File: src/rtl/axi_wr_slave.sv
//------------------------------------------------------------------------------
// Module      : axi_wr_slave (with package axi_defines)
// Description : AXI4 write-channel slave turning bursts into single-word SRAM
//               writes. Define AXI_WRAP_EN to build WRAP burst support.
// Revision    : 1.0 - initial release
//------------------------------------------------------------------------------
`timescale 1ns/1ps
`default_nettype none

package axi_defines;
    typedef struct packed {
        logic        valid;
        logic [1:0]  burst;
        logic [2:0]  size;
        logic [7:0]  len;
        logic [31:0] addr;
    } aw_t;

    typedef struct packed {
        logic        valid;
        logic        last;
        logic [3:0]  strb;
        logic [31:0] data;
    } w_t;

    typedef struct packed {
        logic        valid;
        logic [1:0]  resp;
    } b_t;

    localparam logic [1:0] c_burst_fixed = 2'd0;
    localparam logic [1:0] c_burst_incr  = 2'd1;
    localparam logic [1:0] c_burst_wrap  = 2'd2;
    localparam logic [1:0] c_burst_rsvd  = 2'd3;

    localparam logic [1:0] c_resp_okay   = 2'd0;
    localparam logic [1:0] c_resp_slverr = 2'd2;
    localparam logic [1:0] c_resp_decerr = 2'd3;
endpackage

module axi_wr_slave
    import axi_defines::*;
#(
    parameter logic [31:0] BASE_ADDR = 32'h0000_0000,
    parameter int unsigned ADDR_W    = 16
) (
    input  logic              clk,
    input  logic              rst_n,
    input  aw_t               aw,
    output logic              aw_ready,
    input  w_t                w,
    output logic              w_ready,
    output b_t                b,
    input  logic              b_ready,
    output logic              mem_we,
    output logic [ADDR_W-3:0] mem_addr,
    output logic [31:0]       mem_wdata,
    output logic [3:0]        mem_be
);

    localparam logic [1:0]  c_idle = 2'd0;
    localparam logic [1:0]  c_data = 2'd1;
    localparam logic [1:0]  c_resp = 2'd2;
    localparam logic [33:0] c_win  = 34'd1 << ADDR_W;

    logic [1:0]  r_state, w_next_state;
    logic        r_aw_ready, r_w_ready, r_b_valid;
    logic [1:0]  r_burst;
    logic [2:0]  r_size;
    logic [7:0]  r_len, r_beat_cnt;
    logic [31:0] r_cur_addr;
    logic [1:0]  r_err;
    logic        r_proto_err;

    logic        w_aw_hs, w_w_hs, w_b_hs, w_last_beat;
    logic [31:0] w_aw_step, w_aw_bytes, w_lo, w_ext;
    logic [33:0] w_start_off, w_end_off;
    logic        w_wrap_bad;
    logic [1:0]  w_aw_err, w_resp;
    logic [31:0] w_step, w_next_addr;
`ifdef AXI_WRAP_EN
    logic [31:0] w_bound;
`endif

    assign w_aw_hs     = aw.valid & r_aw_ready;
    assign w_w_hs      = w.valid & r_w_ready;
    assign w_b_hs      = r_b_valid & b_ready;
    assign w_last_beat = (r_beat_cnt == r_len);

    // Decode error for the incoming AW; DECERR outranks SLVERR.
    always_comb begin
        w_aw_step  = 32'd1 << aw.size;
        w_aw_bytes = ({24'd0, aw.len} + 32'd1) << aw.size;
        w_lo       = aw.addr;
        w_ext      = w_aw_bytes;
        if (aw.burst == c_burst_fixed) begin
            w_ext = w_aw_step;
            w_lo  = aw.addr & ~(w_aw_step - 32'd1);
        end else if (aw.burst == c_burst_wrap) begin
            w_lo  = aw.addr & ~(w_aw_bytes - 32'd1);
        end
        w_start_off = {2'b00, aw.addr} - {2'b00, BASE_ADDR};
        w_end_off   = {2'b00, w_lo} - {2'b00, BASE_ADDR} + {2'b00, w_ext} - 34'd1;
`ifdef AXI_WRAP_EN
        w_wrap_bad  = (aw.burst == c_burst_wrap) &&
                      !(aw.len == 8'd1 || aw.len == 8'd3 || aw.len == 8'd7 || aw.len == 8'd15);
`else
        w_wrap_bad  = (aw.burst == c_burst_wrap);
`endif
        if (w_start_off >= c_win || w_end_off >= c_win)
            w_aw_err = c_resp_decerr;
        else if (aw.size > 3'd2 || aw.burst == c_burst_rsvd || w_wrap_bad)
            w_aw_err = c_resp_slverr;
        else
            w_aw_err = c_resp_okay;
    end

    always_comb begin
        w_step      = 32'd1 << r_size;
        w_next_addr = r_cur_addr;
`ifdef AXI_WRAP_EN
        w_bound     = ({24'd0, r_len} + 32'd1) << r_size;
`endif
        case (r_burst)
            c_burst_incr: w_next_addr = r_cur_addr + w_step;
`ifdef AXI_WRAP_EN
            c_burst_wrap: w_next_addr = (r_cur_addr & ~(w_bound - 32'd1)) |
                                        ((r_cur_addr + w_step) & (w_bound - 32'd1));
`endif
            default:      w_next_addr = r_cur_addr;
        endcase
    end

    // State register; ready/valid flags are registered decodes of the next state.
    always_ff @(posedge clk or negedge rst_n) begin
        if (!rst_n) begin
            r_state    <= c_idle;
            r_aw_ready <= 1'b0;
            r_w_ready  <= 1'b0;
            r_b_valid  <= 1'b0;
        end else begin
            r_state    <= w_next_state;
            r_aw_ready <= (w_next_state == c_idle);
            r_w_ready  <= (w_next_state == c_data);
            r_b_valid  <= (w_next_state == c_resp);
        end
    end

    always_ff @(posedge clk or negedge rst_n) begin
        if (!rst_n) begin
            r_burst     <= 2'd0;
            r_size      <= 3'd0;
            r_len       <= 8'd0;
            r_cur_addr  <= 32'd0;
            r_beat_cnt  <= 8'd0;
            r_err       <= c_resp_okay;
            r_proto_err <= 1'b0;
        end else if (w_aw_hs) begin
            r_burst     <= aw.burst;
            r_size      <= aw.size;
            r_len       <= aw.len;
            r_cur_addr  <= aw.addr;
            r_beat_cnt  <= 8'd0;
            r_err       <= w_aw_err;
            r_proto_err <= 1'b0;
        end else if (w_w_hs) begin
            r_cur_addr  <= w_next_addr;
            r_beat_cnt  <= r_beat_cnt + 8'd1;
            if (w.last != w_last_beat && r_err == c_resp_okay)
                r_proto_err <= 1'b1;
        end
    end

    always_comb begin
        w_next_state = r_state;
        case (r_state)
            c_idle:  if (w_aw_hs) w_next_state = c_data;
            c_data:  if (w_w_hs && w_last_beat) w_next_state = c_resp;
            c_resp:  if (w_b_hs) w_next_state = c_idle;
            default: w_next_state = c_idle;
        endcase
    end

    // Protocol errors do not block writes; only the AW decode result does.
    always_comb begin
        w_resp    = (r_err != c_resp_okay) ? r_err :
                    (r_proto_err ? c_resp_slverr : c_resp_okay);
        aw_ready  = r_aw_ready;
        w_ready   = r_w_ready;
        b.valid   = r_b_valid;
        b.resp    = r_b_valid ? w_resp : c_resp_okay;
        mem_we    = w_w_hs & (r_err == c_resp_okay);
        mem_addr  = (ADDR_W-2)'((r_cur_addr - BASE_ADDR) >> 2);
        mem_wdata = w.data;
        mem_be    = w.strb;
    end

endmodule

`default_nettype wire

File: config.mk
export PLATFORM = sky130hd
export DESIGN_NAME = axi_wr_slave
export DESIGN_NICKNAME = d
export VERILOG_FILES = /design/src/rtl/axi_wr_slave.sv
export SDC_FILE = /design/constraint.sdc
export NUM_CORES = 1
export LEC_CHECK = 0
export CELL_PAD_IN_SITES_DETAIL_PLACEMENT = 1
export CELL_PAD_IN_SITES_GLOBAL_PLACEMENT = 1
export CORE_MARGIN = 5
export CORE_UTILIZATION = 41
export CTS_CLUSTER_SIZE = 28
export DETAILED_ROUTE_END_ITERATION = 16
export PLACE_DENSITY_LB_ADDON = 0.3
export SETUP_SLACK_MARGIN = 0.2
export SYNTH_ARGS = -nofsm -noshare
export SYNTH_HDL_FRONTEND = slang
export SYNTH_SLANG_ARGS = --single-unit
File: constraint.sdc
create_clock -name clk -period 6 [get_ports clk]
set_clock_uncertainty 0.15 [all_clocks]
set_input_delay 0.6 -clock clk [delete_from_list [all_inputs] [get_ports clk]]
set_output_delay 0.6 -clock clk [all_outputs]
set_load 0.02 [all_outputs]
# == Word level (Yosys, flattened, before mapping) ==
# Cells that the tools add are included.
# word_totals
ff_bits,61
latchBits,0
mem_bits_rw,0
rom_bits,0
input_bits,87
output_inout_bits,56
elab_cells,76
mem_count,0
# classes
add_sub_neg,7
multipliers,0
div_mod_pow,0
order_cmp,3
eq_ne,9
n_shift,3
muxes,20
bitwise_logic,8
reduce_logical,15
# ops
cell,n
$mux W32,6
$and A32 B32 Y32,2
$not A32 Y32,2
$shl A1 B3 Y32 const A,2
$sub A32 B1 Y32 const B,2
$ge A34 B17 Y1 const B,1
$sub A33 B1 Y34 const B,1
$add A32 B32 Y33,1
$add A32 B32 Y32,1
$ge A32 B17 Y1 const B,1
$shl A9 B3 Y32,1
$mux W2,8
$mux W8,2
$add A8 B1 Y9 const B,1
$add A8 B1 Y8 const B,1
$eq A2 B2 Y1 const B,4
$eq A8 B8 Y1,1
$logic_not A2 Y1,4
$reduce_bool A2 Y1,4
$eq A2 B1 Y1 const B,3
$pmux W2 S3,1
$and A1 B1 Y1,4
$reduce_and A2 Y1,2
$gt A3 B2 Y1 const B,1
other kinds (4),9

# == Longest topological paths before layout ==
# logic_depth
ltp_word,12
mapped_depth,25
depth_no_buf,23

# == Least setup slack after synthesis ==
# No wires, ideal clock.
# synth_timing
path_kind,input port to flip-flop
startpoint,in aw[32] (netlist bit)
endpoint,reg r_err[1]
setup_time_ns,0.129
arrival_ns,5.186
required_ns,5.721
path_slack_ns,0.535
cell_stages,24
path_buffers,1
cell_sequence,ha_1 -> xnor2_1 -> mux2_2 -> a2bb2oi_1 -> a32o_1 -> and3_1 -> and4bb_1 -> and3_1 -> ha_1 -> nand2_1 -> o21ai_0 -> o21ai_0 -> ha_1 -> inv_1 -> ha_1 -> clkbuf_1 -> a21o_1 -> a31oi_1 -> nand3_1 -> a2111oi_0 -> nand4_1 -> nor4_1 -> and4_1 -> a21oi_1
# synth_between
elab_chain_cells,12
elab_cells_between_ends,13
cone_classes,add/sub: 4; order compare: 1; shift: 1; mux: 4; bitwise: 2; reduce/logical: 1
# synth_rtl
element,line,source
"start, declared",49,"input aw_t aw,"
$add A8 B1 Y9 *,93,"w_aw_bytes = ({24'd0, aw.len} + 32'd1) << aw.size;"
$shl A9 B3 Y32 *,93,
$sub A32 B1 Y32,100,w_lo = aw.addr & ~(w_aw_bytes - 32'd1);
$not A32 Y32,100,
$and A32 B32 Y32,100,
$mux W32,99,end else if (aw.burst == c_burst_wrap) begin
$mux W32,96,if (aw.burst == c_burst_fixed) begin
$add A32 B32 Y33 *,103,"w_end_off = {2'b00, w_lo} - {2'b00, BASE_ADDR} + {2'b00, w_ext} - 34'd1;"
$sub A33 B1 Y34 *,103,
$ge A34 B17 Y1 *,110,if (w_start_off >= c_win || w_end_off >= c_win)
$logic_or A1 B1 Y1 *,110,
$mux W2 *,110,
"end signal, assigned",156,r_err <= c_resp_okay;
"end signal, assigned",164,r_err <= w_aw_err;
"end, declared",72,logic [1:0] r_err;
# Mark *: on every way between the ends. The rest lies on a longest branch, timed or not.
# A chain may end at the register's enable or synchronous reset.

# == Final worst setup path ==
# layout_timing
startpoint,in aw[35] (netlist bit)
endpoint,reg r_err[1]
# The elaborated chain is that of the path after synthesis.

==> results.json <==
{
  "status": "completed",
  "first_pass_iters": 4,
  "rr_worst_depth": 11,
  "tns_ps": 0,
  "worstPathCellList": "dlygate4sd2_1 > and4_4 > nand2_1 > xnor2_1 > mux4_2 > o21a_1 > or4b_4 > xnor2_1 > o21ai_0 > ha_1 > inv_1 > ha_1 > a21oi_2 > o21ai_0 > or2_2 > o211a_1 > a311o_1 > nor4_2 > and4_1 > a21oi_1",
  "crit_start": "aw[35]",
  "ys.flop_type": "dfrtp_1",
  "arrival_ps": 5670,
  "peakVddDrop_mv": 0.200,
  "worstSkewPairLatency_ps": 290,
  "grt_max_degree": 53,
  "r2r_start": "r_size[1]",
  "row_count": 47,
  "vias": 7667,
  "crit_buf_inv": 2,
  "path_class": "in -> reg",
  "drcViolationCount": 0,
  "power.density_nw_per_um2": 242,
  "final_cell_mix": "buf_4 (149), nand2_1 (142), o21ai_0 (64), nor2_1 (64), clkdlybuf4s50_1 (62)",
  "crit_slowest_cell": "or4b_4",
  "clockBufferDepth": 2,
  "setup_viol": 0,
  "hpwlAfterDp_um": 19900,
  "cts_buffers": 5,
  "avgSynthCellArea_um2": 7.11,
  "cp.depth": 20,
  "cts_tree": "yes",
  "grt_pass1_vias": 7736,
  "crit_path_end_kind": "register",
  "rsz0062_at_grt": "false",
  "io_pins": 143,
  "finalHoldViolCount": 0,
  "reg2reg_slack_ps": 2740,
  "maxCapViolCount": 0,
  "diodes": 0,
  "worst_pin_slew_ps": 1000,
  "final_nets": 1244,
  "final_layout_size_suffix_gt1_frac": 0.198,
  "start_util": 0.417,
  "drt_iter0_markers": 439,
  "layout_commonest_cell": "buf_4",
  "overflow": 0,
  "wl_per_cell_um": 18.9,
  "fp.dieW_um": 140,
  "antenna_found_initial": 1,
  "grt_use_total": 0.244,
  "num-fill-cells": 2097,
  "critPathLaunchType": "input pin",
  "synth_edf_count": 0,
  "syn_area_um2": 6890,
  "power.leakage_nw": 3.95,
  "gp_congestion": 0.946,
  "r2r-end": "r_cur_addr[11]",
  "ant_nets": 0,
  "ys_ff_latch": 45,
  "finalCritPeriodShare": 0.941,
  "portBuffers": 70,
  "h-tree-depth": 2,
  "path_clk_slew_ps": 70,
  "ys_seq_area_frac": 0.163,
  "path_max_fanout": 7,
  "cpLargestDelayFamily": "simple AND/OR/NAND/NOR gates",
  "grt_pass1_wl_um": 39700,
  "viasPerCell": 5.83,
  "ys_types": 78,
  "synth_nets": 1120,
  "cp_data_required_time_ps": 6030,
  "crit_path_end": "r_err[1]",
  "critPathMaxStageDelay_ps": 580,
  "syn2layout_area_growth_pct": 27.0,
  "synth-warning-count": 0,
  "min_path_type": "in -> async",
  "drt_wl_total_um": 24900,
  "core_um2": 16500,
  "slew_headroom": 0.330,
  "post-route-min-period_ps": 5640,
  "fmax_ghz": 0.177,
  "dieArea_um2": 19500,
  "fp.dieH_um": 140,
  "cts_root_buf": "clkbuf_16",
  "drv_slew": 0,
  "ys_async_sr_fraction": 1.00,
  "fin_total_pwr_mw": 2.11,
  "synth_cells": 969,
  "cts.sinks": 45
}
[per-layer routing]
metal,up-vias,wire (um),share of wire,track usage
li1,3662,-,-,-
met1,3774,11500,0.46,0.337
met2,193,11500,0.46,0.406
met3,38,1260,0.051,0.0220
met4,0,611,0.025,0.0699
met5,-,0,0,0
[worst reg2reg max path, stage by stage, from the launching register on]
cell     delay [ps]
dfrtp_1         460
or3b_2          540
inv_1            80
ha_1            220
a21o_1          160
a21oi_1         220
o21ai_0         130
a21oi_1         240
o21a_1          170
o21ai_1         190
nand3_1         130
or3b_2          450
[kinds of logic (layout without fill, tap and decap cells)]
| family | count (synthesis) | after routing | synth area share |
|---|---|---|---|
| AO/OA/AOI/OAI | 256 | 256 | 0.237 |
| buffers and inverters | 159 | 284 | 0.119 |
| AND/OR/NAND/NOR | 400 | 400 | 0.299 |
| flip-flops | 45 | 45 | 0.163 |
| XOR/XNOR | 30 | 30 | 0.0381 |
| adder cells (fa/ha/maj) | 64 | 64 | 0.118 |
| multiplexers | 15 | 15 | 0.0240 |
[through the flow]
stage / instance area, um2 / instances / setup WS (ps) / util / hold slack (ps)
floorplan: 6890 / 969 / 535 / - / 154
global placement: 8370 / 1303 / -256 / 0.506 / 324
detailed placement: 8370 / 1303 / -457 / 0.506 / 330
CTS: 8630 / 1314 / 203 / 0.522 / 340
global route: 8750 / 1314 / 130 / 0.530 / 366
finish: 8750 / 1314 / 356 / 0.530 / 324
[state kept, by name, indices dropped and copies added, names as in the netlist]
| name | flops |
|---|---|
| r_proto_err | 1 |
| r_size | 3 |
| w_ready | 1 |
| r_len | 8 |
| r_cur_addr | 16 |
| r_b_valid | 1 |
| r_state | 2 |
| aw_ready | 1 |
| r_beat_cnt | 8 |
| r_err | 2 |
| r_burst | 2 |
[cell type report]
type                            count  area [um2]  area share
Timing Repair Buffer              221        1850       0.211
Clock buffer                        5         125      0.0143
Inverter                           55         206      0.0236
Clock inverter                      3        25.0     0.00286
Tap cell                          220         275      0.0315
Multi-Input combinational cell    765        5140       0.588
Sequential cell                    45        1130       0.129
[cell usage after synthesis (4+ instances only)]
cell type,n,area (um2)
buf_4,53,398
o21ai_0,70,350
o21a_1,20,150
nor4_1,12,75.1
nor3b_1,5,37.5
a31oi_1,11,68.8
mux2i_1,12,120
o31ai_1,4,30.0
nor2b_1,10,62.6
o22ai_1,4,25.0
o211ai_1,10,75.1
and4_1,6,52.6
o221ai_1,5,43.8
nand2_1,143,537
and2_1,22,138
a21oi_1,65,325
inv_1,54,203
nand4b_1,4,35.0
a21boi_0,5,37.5
clkbuf_1,40,150
buf_1,4,15.0
nand2b_1,11,68.8
a21o_1,9,67.6
nand4_1,17,106
nor4b_1,5,43.8
or3_1,4,25.0
ha_1,62,776
dfrtp_1,45,1130
a211oi_1,12,90.1
nor3_1,17,85.1
o211a_1,5,50.1
nand3_1,30,150
nor2_1,65,244
and3_1,21,131
buf_2,4,20.0
xnor2_1,20,175
nand3b_1,8,60.1
xor2_1,10,87.6
[worst min-delay path by stage]
stage | depth (start not counted) | endpoint | slack [ps] | startpoint
5_1_grt | 1 | w_ready | 370 | r_state[1]
3_3_place_gp | 2 | r_burst[1] | 320 | r_burst[1]
4_1_cts | 1 | w_ready | 340 | r_state[1]
2_1_floorplan | 0 | aw_ready | 150 | rst_n
6_report | 1 | r_len[2] | 320 | rst_n
3_5_place_dp | 1 | w_ready | 330 | r_state[1]
[power breakdown]
part | leakage (nW) | internal [mW] | switching, mW
registers | 0.538 | 0.408 | 0.116
logic | 3.34 | 0.598 | 0.710
clock network | 0.0704 | 0.157 | 0.125
[timing repair]
item / CTS / global route
hold buffers: 0 / 0
setup endpoints to repair: 2 / 2
gates cloned: 0 / 0
pin swaps: 7 / 4
buffers inserted: 3 / 0
resized for setup: 27 / 32
endpoints found under the hold margin: 0 / 0
Note: power is estimated with default switching activity, not from simulation.
